==> config.mk <==
export PLATFORM = sky130hd
export DESIGN_NAME = gpu_bus_bridge
export DESIGN_NICKNAME = d
export VERILOG_FILES = /design/src/rtl/gpu_bus_bridge.sv
export SDC_FILE = /design/constraint.sdc
export NUM_CORES = 1
export LEC_CHECK = 0
export BUFFER_PORTS_ARGS = -buffer_cell sky130_fd_sc_hd__buf_2
export CORE_AREA = 4 4 113 115
export CTS_CLUSTER_SIZE = 20
export DETAILED_ROUTE_END_ITERATION = 16
export DIE_AREA = 0 0 117 119
export HOLD_SLACK_MARGIN = 0.12
export PLACE_DENSITY_LB_ADDON = 0.05
export SYNTH_ARGS = -nofsm -noshare
export SYNTH_HDL_FRONTEND = slang
export SYNTH_SLANG_ARGS = --single-unit
==> constraint.sdc <==
create_clock -name clk_100MHz -period 6.7 [get_ports clk_100MHz]
set_input_delay 1.005 -clock clk_100MHz [delete_from_list [all_inputs] [get_ports clk_100MHz]]
set_output_delay 1.005 -clock clk_100MHz [all_outputs]
set_load 0.02 [all_outputs]
==> src/rtl/gpu_bus_bridge.sv <==
// Wishbone classic slave bridging the CPU bus to GPU memory-mapped targets.
// Decodes an address field into regions, adds wait states, issues one-cycle strobes.
module gpu_bus_bridge #(
  parameter int NUM_REGIONS   = 4,
  parameter int ADDR_W        = 27,
  parameter int REGION_SEL_LO = 12,
  parameter int REGION_SEL_W  = 4,
  parameter int WAIT_STATES   = 1,
  parameter int RD_LATENCY    = 1
) (
  input  logic                      clk_100MHz,
  input  logic                      wb_rst_i,
  input  logic                      wb_cyc_i,
  input  logic                      wb_stb_i,
  input  logic                      wb_we_i,
  input  logic [3:0]                wb_sel_i,
  input  logic [ADDR_W-1:0]         wb_adr_i,
  input  logic [31:0]               wb_dat_i,
  output logic [31:0]               wb_dat_o,
  output logic                      wb_ack_o,
  output logic                      wb_err_o,
  output logic [NUM_REGIONS-1:0]    o_reg_we,
  output logic [NUM_REGIONS-1:0]    o_reg_re,
  output logic [ADDR_W-1:0]         o_reg_addr,
  output logic [31:0]               o_reg_wdata,
  output logic [3:0]                o_reg_sel,
  input  logic [NUM_REGIONS*32-1:0] i_reg_rdata
);

  // state    | meaning
  // S_IDLE   | waiting for cyc & stb; latches the request
  // S_WAIT   | counting wait states before the strobe
  // S_ACCESS | one-cycle we/re strobe to the selected region
  // S_RDWAIT | waiting for target read data
  // S_ACK    | one-cycle normal termination
  // S_ERR    | one-cycle error termination (unmapped region)
  typedef enum logic [2:0] {
    S_IDLE,
    S_WAIT,
    S_ACCESS,
    S_RDWAIT,
    S_ACK,
    S_ERR
  } state_t;

  localparam int SEL_CMP_W = REGION_SEL_W + 1;

  state_t                  state_q, state_d;
  logic [3:0]              cnt_q, cnt_d;
  logic [ADDR_W-1:0]       adr_q, adr_d;
  logic [31:0]             wdata_q, wdata_d;
  logic [31:0]             dat_q, dat_d;
  logic [3:0]              sel_q, sel_d;
  logic                    we_q, we_d;
  logic [REGION_SEL_W-1:0] region_q, region_d;

  logic [REGION_SEL_W-1:0] region_in;
  logic                    mapped_in;
  logic [NUM_REGIONS-1:0]  onehot;
  logic [31:0]             rdata_sel;

  assign region_in = wb_adr_i[REGION_SEL_LO +: REGION_SEL_W];
  assign mapped_in = {1'b0, region_in} < SEL_CMP_W'(NUM_REGIONS);

  always_comb begin
    onehot    = '0;
    rdata_sel = '0;
    for (int k = 0; k < NUM_REGIONS; k++) begin
      if (region_q == REGION_SEL_W'(k)) begin
        onehot[k] = 1'b1;
        rdata_sel = i_reg_rdata[32*k +: 32];
      end
    end
  end

  always_comb begin
    state_d  = state_q;
    cnt_d    = cnt_q;
    adr_d    = adr_q;
    wdata_d  = wdata_q;
    dat_d    = dat_q;
    sel_d    = sel_q;
    we_d     = we_q;
    region_d = region_q;
    case (state_q)
      S_IDLE: begin
        if (wb_cyc_i && wb_stb_i) begin
          adr_d    = wb_adr_i;
          wdata_d  = wb_dat_i;
          sel_d    = wb_sel_i;
          we_d     = wb_we_i;
          region_d = region_in;
          if (!mapped_in) begin
            state_d = S_ERR;
          end else if (WAIT_STATES == 0) begin
            state_d = S_ACCESS;
          end else begin
            state_d = S_WAIT;
            cnt_d   = 4'(WAIT_STATES - 1);
          end
        end
      end
      S_WAIT: begin
        if (!wb_cyc_i) begin
          state_d = S_IDLE;
        end else if (cnt_q == 4'd0) begin
          state_d = S_ACCESS;
        end else begin
          cnt_d = cnt_q - 4'd1;
        end
      end
      S_ACCESS: begin
        // An abort here still lets this cycle's strobe go out; only the ack is dropped.
        if (!wb_cyc_i) begin
          state_d = S_IDLE;
        end else if (we_q) begin
          state_d = S_ACK;
        end else if (RD_LATENCY == 0) begin
          state_d = S_ACK;
          dat_d   = rdata_sel;
        end else begin
          state_d = S_RDWAIT;
          cnt_d   = 4'(RD_LATENCY - 1);
        end
      end
      S_RDWAIT: begin
        if (!wb_cyc_i) begin
          state_d = S_IDLE;
        end else if (cnt_q == 4'd0) begin
          state_d = S_ACK;
          dat_d   = rdata_sel;
        end else begin
          cnt_d = cnt_q - 4'd1;
        end
      end
      S_ACK:   state_d = S_IDLE;
      S_ERR:   state_d = S_IDLE;
      default: state_d = S_IDLE;
    endcase
  end

  always_ff @(posedge clk_100MHz or posedge wb_rst_i) begin
    if (wb_rst_i) begin
      state_q  <= S_IDLE;
      cnt_q    <= '0;
      adr_q    <= '0;
      wdata_q  <= '0;
      dat_q    <= '0;
      sel_q    <= '0;
      we_q     <= 1'b0;
      region_q <= '0;
    end else begin
      state_q  <= state_d;
      cnt_q    <= cnt_d;
      adr_q    <= adr_d;
      wdata_q  <= wdata_d;
      dat_q    <= dat_d;
      sel_q    <= sel_d;
      we_q     <= we_d;
      region_q <= region_d;
    end
  end

  assign o_reg_we    = ((state_q == S_ACCESS) && we_q)  ? onehot : '0;
  assign o_reg_re    = ((state_q == S_ACCESS) && !we_q) ? onehot : '0;
  assign wb_ack_o    = (state_q == S_ACK);
  assign wb_err_o    = (state_q == S_ERR);
  assign wb_dat_o    = dat_q;
  assign o_reg_addr  = adr_q;
  assign o_reg_wdata = wdata_q;
  assign o_reg_sel   = sel_q;

endmodule

Word-level counts from Yosys, hierarchy flattened:

Cells that the tools add are included.

* register bits: 107
* bits in latches: 0
* bits in writable memories: 0
* bits in read-only memories: 0
* input bits: 196
* output and inout bits: 105
* word-level logic and storage cells: 65
* memories kept: 0

* add/sub/neg operators: 1
* multiply operators: 0
* divide/modulo/power cells: 0
* magnitude comparators: 1
* equal/unequal tests: 16
* shifts and indexed selects: 0
* mux-type cells: 26
* bitwise logic cells: 0
* reduce and logical (&&, ||, !) cells: 13

Operators by type and width (count)
* 2-to-1 mux 32 bit: 4
* 2-to-1 mux 4 bit: 8
* 2-to-1 mux 3 bit: 8
* case mux 3 bit (4 select lines): 1
* case mux 4 bit (3 select lines): 1
* inequality test 2 bit (second input constant): 5
* equality test 4 x 2 -> 1 bit (second input constant): 2
* logical NOT 4 bit: 2
* AND reduction 7 bit: 1
* equality test 3 x 2 -> 1 bit (second input constant): 2
* equality test 3 bit (second input constant): 2
* inequality test 3 bit (second input constant): 2
* AND reduction 3 bit: 2
* equality test 4 x 1 -> 1 bit (second input constant): 1
* < comparator 4 x 3 -> 1 bit (second input constant): 1
* 2-to-1 mux 1 bit: 4
* subtractor 4 x 1 -> 4 bit (second input constant): 1
* equality test 3 x 1 -> 1 bit (second input constant): 1
* logical AND 1 bit: 3
* logical NOT 3 bit: 1
* nonzero test 3 bit: 1
* inequality test 2 x 1 -> 1 bit (second input constant): 1
* AND reduction 2 bit: 1
* OR reduction 2 bit: 1
* logical NOT 1 bit: 1

Logic depth before layout (Yosys ltp):

Gate-level depths: netlist of the first run.

* depth in word-level cells: 5
* mapped depth: 7
* mapped depth without buffers: 6

Worst setup path after synthesis of the first run:

OpenSTA, ideal clock, no wires.

* path kind: reg-to-output
* start point: register state_q[0]
* end point: output o_reg_re[0]
* data arrival time: 1.836 ns
* required time: 5.695 ns
* slack: 3.859 ns
* stages on the path, launching flop included: 4
* path buffers: 1
* path through: dfrtp_1 buf_2 or4b_1 nor4_1

* cells in the longest elaborated chain, start to end: 3

RTL lines
* start, declared: line 48 `state_t state_q, state_d;`
* start signal, assigned: line 153 `state_q <= state_d;`
* equality test 3 x 2 -> 1 bit: line 165 `assign o_reg_re = ((state_q == S_ACCESS) && !we_q) ? onehot : '0;`
* logical AND 1 bit: line 165
* 2-to-1 mux 4 bit: line 165
* end, declared: line 23 `output logic [NUM_REGIONS-1:0] o_reg_re,`

Every way passes these cells.

Worst setup path in the final report of the first run:

Same ends and word-level chain as after synthesis.

==> results.sh, run 1 <==
export IMPL_yosys_most_used_dff="dfrtp_1"
export IMPL_synth_distinct_cells=44
export IMPL_swShare_pct=39.8
export IMPL_ys_seq_elements=103
export IMPL_yosysWarnings=0
export IMPL_critical_path_class="flip-flop to output pin"
export IMPL_cts_hold_buffers=0
export IMPL_wl_per_cell_um=18.5
export IMPL_grt_pass1_vias=4430
export IMPL_post_cts_resize_count=0
export IMPL_clkTransAtPathRegs_ns=0.06
export IMPL_clock_power_share_pct=17.0
export IMPL_ioPinCount=301
export IMPL_initial_core_util_pct=41.1
export IMPL_fmax_ghz=0.333
export IMPL_vias=4238
export IMPL_ys_seq_area_share_pct=53.1
export IMPL_syn_inst=377
export IMPL_syn_num_nets=574
export IMPL_crit_fanout=12
export IMPL_post_cts_buffers=0
export IMPL_place_ws_ns=3.85
export IMPL_end_kind="output pin"
export IMPL_nets=862
export IMPL_cts_made_buffers=9
export IMPL_syn_avg_cell_area_sq_um=12.9
export IMPL_power_density_nw_per_um2=426
export IMPL_track_usage_pct=21.2
export IMPL_die_x_um=117
export IMPL_drtPass1Iterations=4
export IMPL_htreeDepth=3
export IMPL_max_slew_margin_rel_pct=40.2
export IMPL_cts_tree="built"
export IMPL_antenna_found_initial=1
export IMPL_drc_errors=0
export IMPL_critPathLaunchType="flip-flop"
export IMPL_grt_max_degree=66
export IMPL_tns_ns=0
export IMPL_fin_crit_ns=3.00
export IMPL_synth_most_common_cell="dfrtp_1"
export IMPL_yosys_area_top_type_share_pct=53.1
export IMPL_gp_congestion=0.824
export IMPL_postLayoutSetupSlackWorst_ns=3.70
export IMPL_switchingPower_mw=1.15
export IMPL_nFillCells=1041
export IMPL_dieArea_sq_um=13900
export IMPL_avgViaCountPerCell=5.18
export IMPL_dp_hpwl_um=11800
export IMPL_worstPathArrival_ns=2.00
export IMPL_drtAntennaViolNets=0
export IMPL_rows=40
export IMPL_yosys_top_cells_count="dfrtp_1 (103), mux2_2 (58), nand2_1 (23)"
export IMPL_grt_pass1_wl_um=22800
export IMPL_critPathRequiredTime_ns=5.69
export IMPL_clockBufferDepth=2
export IMPL_fp_dieH_um=119
export IMPL_status="finished, final reports clean"
export IMPL_cts_sinks=103
export IMPL_period_share_pct=44.8
export IMPL_slew_viol_final=0
export IMPL_fp_coreArea_sq_um=11800
export IMPL_clk_insertion_delay_late_ns=0.34
export IMPL_drt_iter0_drc=161
export IMPL_drive_above_1_share_pct=59.7
export IMPL_setup_viol=0
export IMPL_worst_slew_pin_slew_ns=0.897
export IMPL_synthToLayoutAreaGrowth_pct=39.1
export IMPL_cell_internal_pwr_mw=1.73
export IMPL_comb_power_share_pct=47.7
export IMPL_synth_edf_count=0
export IMPL_grt_ovfl_total=0
export IMPL_port_buffers=300
export IMPL_drt_wl_total_um=15200
export IMPL_rsz0062_at_grt="false"
export IMPL_finalHoldViolations=0
export IMPL_syn_cell_area_sq_um=4850
export IMPL_async_flop_share_pct=100
export IMPL_p_leak_nw=3.45
export IMPL_hold_class="flip-flop to flip-flop"
export IMPL_synth_top_area_cell="dfrtp_1"
export IMPL_sequentialPowerShare_pct=35.3
export IMPL_peakVddDrop_uv=237
export IMPL_r2r_setup_slack_ns=4.19
export IMPL_root_buffer="clkbuf_16"
export IMPL_synth_area_leaders="dfrtp_1 (53%), mux2_2 (13%), mux4_2 (6.5%), a221o_1 (3.7%), a22o_1 (2.5%)"
export IMPL_finClkSkew_ns=0.00669
export IMPL_hold_ws_ns=0.493
export IMPL_maxCapViolCount=0
==> worst max-delay path, cell delays in order, from the launching register on <==
cell and delay, ns:
dfrtp_1 0.52, or4b_1 0.66, nor4_1 0.27, buf_2 0.21
==> kinds of logic (layout without fill, tap and decap cells) <==
logic type,Yosys count,count (layout),synth area share [%]
flops,103,103,53.1
mux,80,80,21.8
simple gates,80,80,9.67
compound gates,79,79,12.0
buf+inv,33,326,3.07
fa+ha+maj,1,1,0.258
xor+xnor,1,1,0.180
other cells,0,1,0
==> cell usage in the layout, fill, tap and decap left out, types with 5 or more instances in the layout <==
master and n:
nor2_1 8, o21ai_0 21, o22ai_1 18, a221o_1 18, clkbuf_16 9, mux4_2 14
and2_0 14, and2_1 5, buf_4 5, mux2_2 58, dfrtp_1 103, mux2_1 7
buf_2 300, nor3_1 5, a22o_1 14, nand2_1 23
==> stage by stage <==
stage | area [sq um] | cells | utilization [%] | power [mW]
CTS | 6750 | 817 | 57.1 | 2.92
finish | 6750 | 818 | 57.2 | 2.88
floorplan | 4850 | 377 | - | 1.94
detailed placement | 6460 | 801 | 54.7 | 2.42
global route | 6750 | 818 | 57.2 | 3.08
global placement | 6460 | 801 | 54.7 | 2.38
==> worst paths after layout <==
check                                                   to                       start  cells after the start
worst max register to register     wb_dat_o[0]$_DFFE_PP0P_        cnt_q[0]$_DFFE_PP0P_                      7
worst min-delay path            o_reg_addr[23]$_DFFE_PP0P_  o_reg_addr[23]$_DFFE_PP0P_                      1
worst max-delay path                           o_reg_re[0]      state_q[0]$_DFFE_PP0P_                      3
worst min register to register  o_reg_addr[23]$_DFFE_PP0P_  o_reg_addr[23]$_DFFE_PP0P_                      1
min in group asynchronous       o_reg_wdata[1]$_DFFE_PP0P_                    wb_rst_i                      2
max in group asynchronous       o_reg_wdata[7]$_DFFE_PP0P_                    wb_rst_i                      3
==> metal layers <==
layer | track usage [%] | wire length (um) | vias up
li1 | - | - | 1988
met1 | 24.8 | 5630 | 2026
met2 | 37.3 | 7810 | 198
met3 | 5.18 | 1300 | 26
met4 | 7.81 | 439 | 0
met5 | 0 | 0 | -
==> power by group through the flow <==
stage | Clock [mW] | Sequential [mW] | Combinational [mW]
after global placement | 0 | 1.02 | 1.37
after CTS | 0.508 | 1.02 | 1.40
after floorplan | 0 | 1.29 | 0.655
after detailed placement | 0 | 1.03 | 1.39
after global routing | 0.541 | 1.05 | 1.49
final | 0.490 | 1.02 | 1.37
==> final cells by class <==
cell class              count  area, sq um  share of cell area [%]
clock inverters             4         30.0                   0.445
inverters                   5         21.3                   0.315
diodes                      1         2.50                  0.0371
well taps                 147          184                    2.72
repair buffers            305         1540                    22.8
clock buffers              12          256                    3.80
flip-flops and latches    103         2580                    38.2
multi-input cells         241         2140                    31.7
==> registers in the layout (all words and copies together) (netlist names) <==
| name | count |
|---|---|
| o_reg_sel | 4 |
| o_reg_addr | 27 |
| wb_dat_o | 32 |
| state_q | 3 |
| we_q | 1 |
| o_reg_wdata | 32 |
| cnt_q | 4 |
No activity file was read; power rests on OpenSTA's default activity.
==> inputs of run 2 (changes only) <==
--- a/config.mk
+++ b/config.mk
@@ -6,10 +6,10 @@
 export NUM_CORES = 1
 export LEC_CHECK = 0
 export BUFFER_PORTS_ARGS = -buffer_cell sky130_fd_sc_hd__buf_2
-export CORE_AREA = 4 4 113 115
+export CORE_AREA = 4 4 117 119
 export CTS_CLUSTER_SIZE = 20
 export DETAILED_ROUTE_END_ITERATION = 16
-export DIE_AREA = 0 0 117 119
+export DIE_AREA = 0 0 121 123
 export HOLD_SLACK_MARGIN = 0.12
 export PLACE_DENSITY_LB_ADDON = 0.05
 export SYNTH_ARGS = -nofsm -noshare
==> constraint.sdc (replaced) <==
create_clock -name clk_100MHz -period 2.5 [get_ports clk_100MHz]
set_input_delay 0.375 -clock clk_100MHz [delete_from_list [all_inputs] [get_ports clk_100MHz]]
set_output_delay 0.375 -clock clk_100MHz [all_outputs]
set_load 0.02 [all_outputs]
==> results.sh, run 2 (synthesis gave the netlist of run 1 again) <==
export IMPL_worstRegToRegCells=7
export IMPL_r2r_start="cnt_q[0]$_DFFE_PP0P_"
export IMPL_rsz0062_at_grt="false"
export IMPL_cts_sinks=103
export IMPL_grt_pass1_vias=4428
export IMPL_worstPathArrival_ns=1.97
export IMPL_fp_dieH_um=123
export IMPL_status="finished, final reports clean"
export IMPL_drc_errors=0
export IMPL_end_kind="output pin"
export IMPL_avgViaCountPerCell=4.97
export IMPL_critPathRequiredTime_ns=2.12
export IMPL_rows=41
export IMPL_dieArea_sq_um=14900
export IMPL_r2r_end="wb_dat_o[0]$_DFFE_PP0P_"
export IMPL_hold_class="input port to flip-flop"
export IMPL_finClkSkew_ns=0.00567
export IMPL_drtAntennaViolNets=0
export IMPL_antenna_found_initial=1
export IMPL_route_met2_wl_um=7810
export IMPL_port_buffers=300
export IMPL_dp_hpwl_um=12200
export IMPL_clk_insertion_delay_late_ns=0.34
export IMPL_post_cts_resize_count=0
export IMPL_max_slew_margin_rel_pct=13.8
export IMPL_finalHoldViolations=0
export IMPL_drt_wl_total_um=15400
export IMPL_maxCapViolCount=0
export IMPL_nets=870
export IMPL_setup_viol=0
export IMPL_power_density_nw_per_um2=1150
export IMPL_r2r_setup_slack_ns=0.35
export IMPL_grt_max_degree=71
export IMPL_track_usage_pct=20.2
export IMPL_clkTransAtPathRegs_ns=0.07
export IMPL_fp_coreArea_sq_um=12600
export IMPL_drt_iter0_drc=207
export IMPL_die_x_um=121
export IMPL_wl_per_cell_um=18.1
export IMPL_initial_core_util_pct=38.6
export IMPL_top_layer="met5"
export IMPL_wl_met3_um=1430
export IMPL_drive_above_1_share_pct=60.1
export IMPL_vias=4228
export IMPL_critical_path_class="flip-flop to output pin"
export IMPL_final_common_cell="buf_2"
export IMPL_startpoint="state_q[1]$_DFFE_PP0P_"
export IMPL_power_total_mw=7.90
export IMPL_root_buffer="clkbuf_16"
export IMPL_post_cts_buffers=0
export IMPL_layout_common_cells="buf_2 (300), dfrtp_1 (103), mux2_2 (58)"
export IMPL_grt_pass1_wl_um=23300
export IMPL_min_to="o_reg_addr[22]$_DFFE_PP0P_"
export IMPL_cts_hold_buffers=1
export IMPL_p_leak_nw=3.50
export IMPL_drtPass1Iterations=4
export IMPL_hold_depth=2
export IMPL_slew_viol_final=0
export IMPL_fin_crit_ns=2.34
export IMPL_worst_slew_pin_slew_ns=1.29
export IMPL_synthToLayoutAreaGrowth_pct=41.7
export IMPL_cts_made_buffers=9
export IMPL_gp_congestion=0.824
export IMPL_cts_tree="built"
export IMPL_htreeDepth=3
export IMPL_grt_ovfl_total=0
export IMPL_crit_fanout=9
export IMPL_fmax_ghz=0.427
export IMPL_hp_start="wb_adr_i[22]"
export IMPL_peakVddDrop_uv=592
export IMPL_clockBufferDepth=2
export IMPL_critPathLaunchType="flip-flop"
export IMPL_ioPinCount=301
export IMPL_wirelength_met1_um=5710
export IMPL_period_share_pct=93.7
export IMPL_tns_ns=0
-- run 2: area by class of cell --
type,instances,area (sq um)
fill,1120,5690
sequential,103,2580
multi-input combinational,241,2140
timing repair buffer,313,1610
clock buffer,11,253
tap,172,215
clock inverter,4,55.1
inverter,5,22.5
antenna,1,2.50
-- run 2: how the worst max path moves through the flow --
stage | end | slack, ns | depth (start not counted)
2_1_floorplan | o_reg_re[0] | 0.29 | 3
3_3_place_gp | wb_dat_o[0]$_DFFE_PP0P_ | 0.46 | 7
3_5_place_dp | wb_dat_o[9]$_DFFE_PP0P_ | 0.37 | 7
4_1_cts | o_reg_we[2] | 0.15 | 3
5_1_grt | o_reg_re[0] | 0.06 | 3
6_report | o_reg_re[0] | 0.16 | 3
-- run 2: critical path, stage by stage (launching register included) --
cell and delay, ns:
dfrtp_1 0.55, or4b_1 0.58, nor4_1 0.28, buf_2 0.22
-- run 2: metal layers --
| layer | global-route usage [%] | up-vias |
|---|---|---|
| met2 | 34.9 | 200 |
| met1 | 23.4 | 1996 |
| met4 | 8.36 | 2 |
| met5 | 0 | - |
| met3 | 6.18 | 31 |
| li1 | - | 1999 |
-- run 2: where the power goes --
group          total [mW]  switching (mW)  internal (mW)
registers            2.70           0.375           2.33
clock network        1.43           0.601          0.829
logic                3.76            2.15           1.61
-- run 2: stage by stage --
step / setup slack (ns) / util (%) / cell area (sq um) / cells / hold slack [ns]
5_1_grt: 0.0612 / 54.7 / 6880 / 849 / 0.227
6_report: 0.158 / 54.7 / 6880 / 850 / 0.244
3_5_place_dp: 0.369 / 52.2 / 6560 / 833 / 0.478
2_1_floorplan: 0.289 / - / 4860 / 377 / 0.474
3_3_place_gp: 0.460 / 52.2 / 6560 / 833 / 0.470
4_1_cts: 0.152 / 54.7 / 6880 / 849 / 0.233
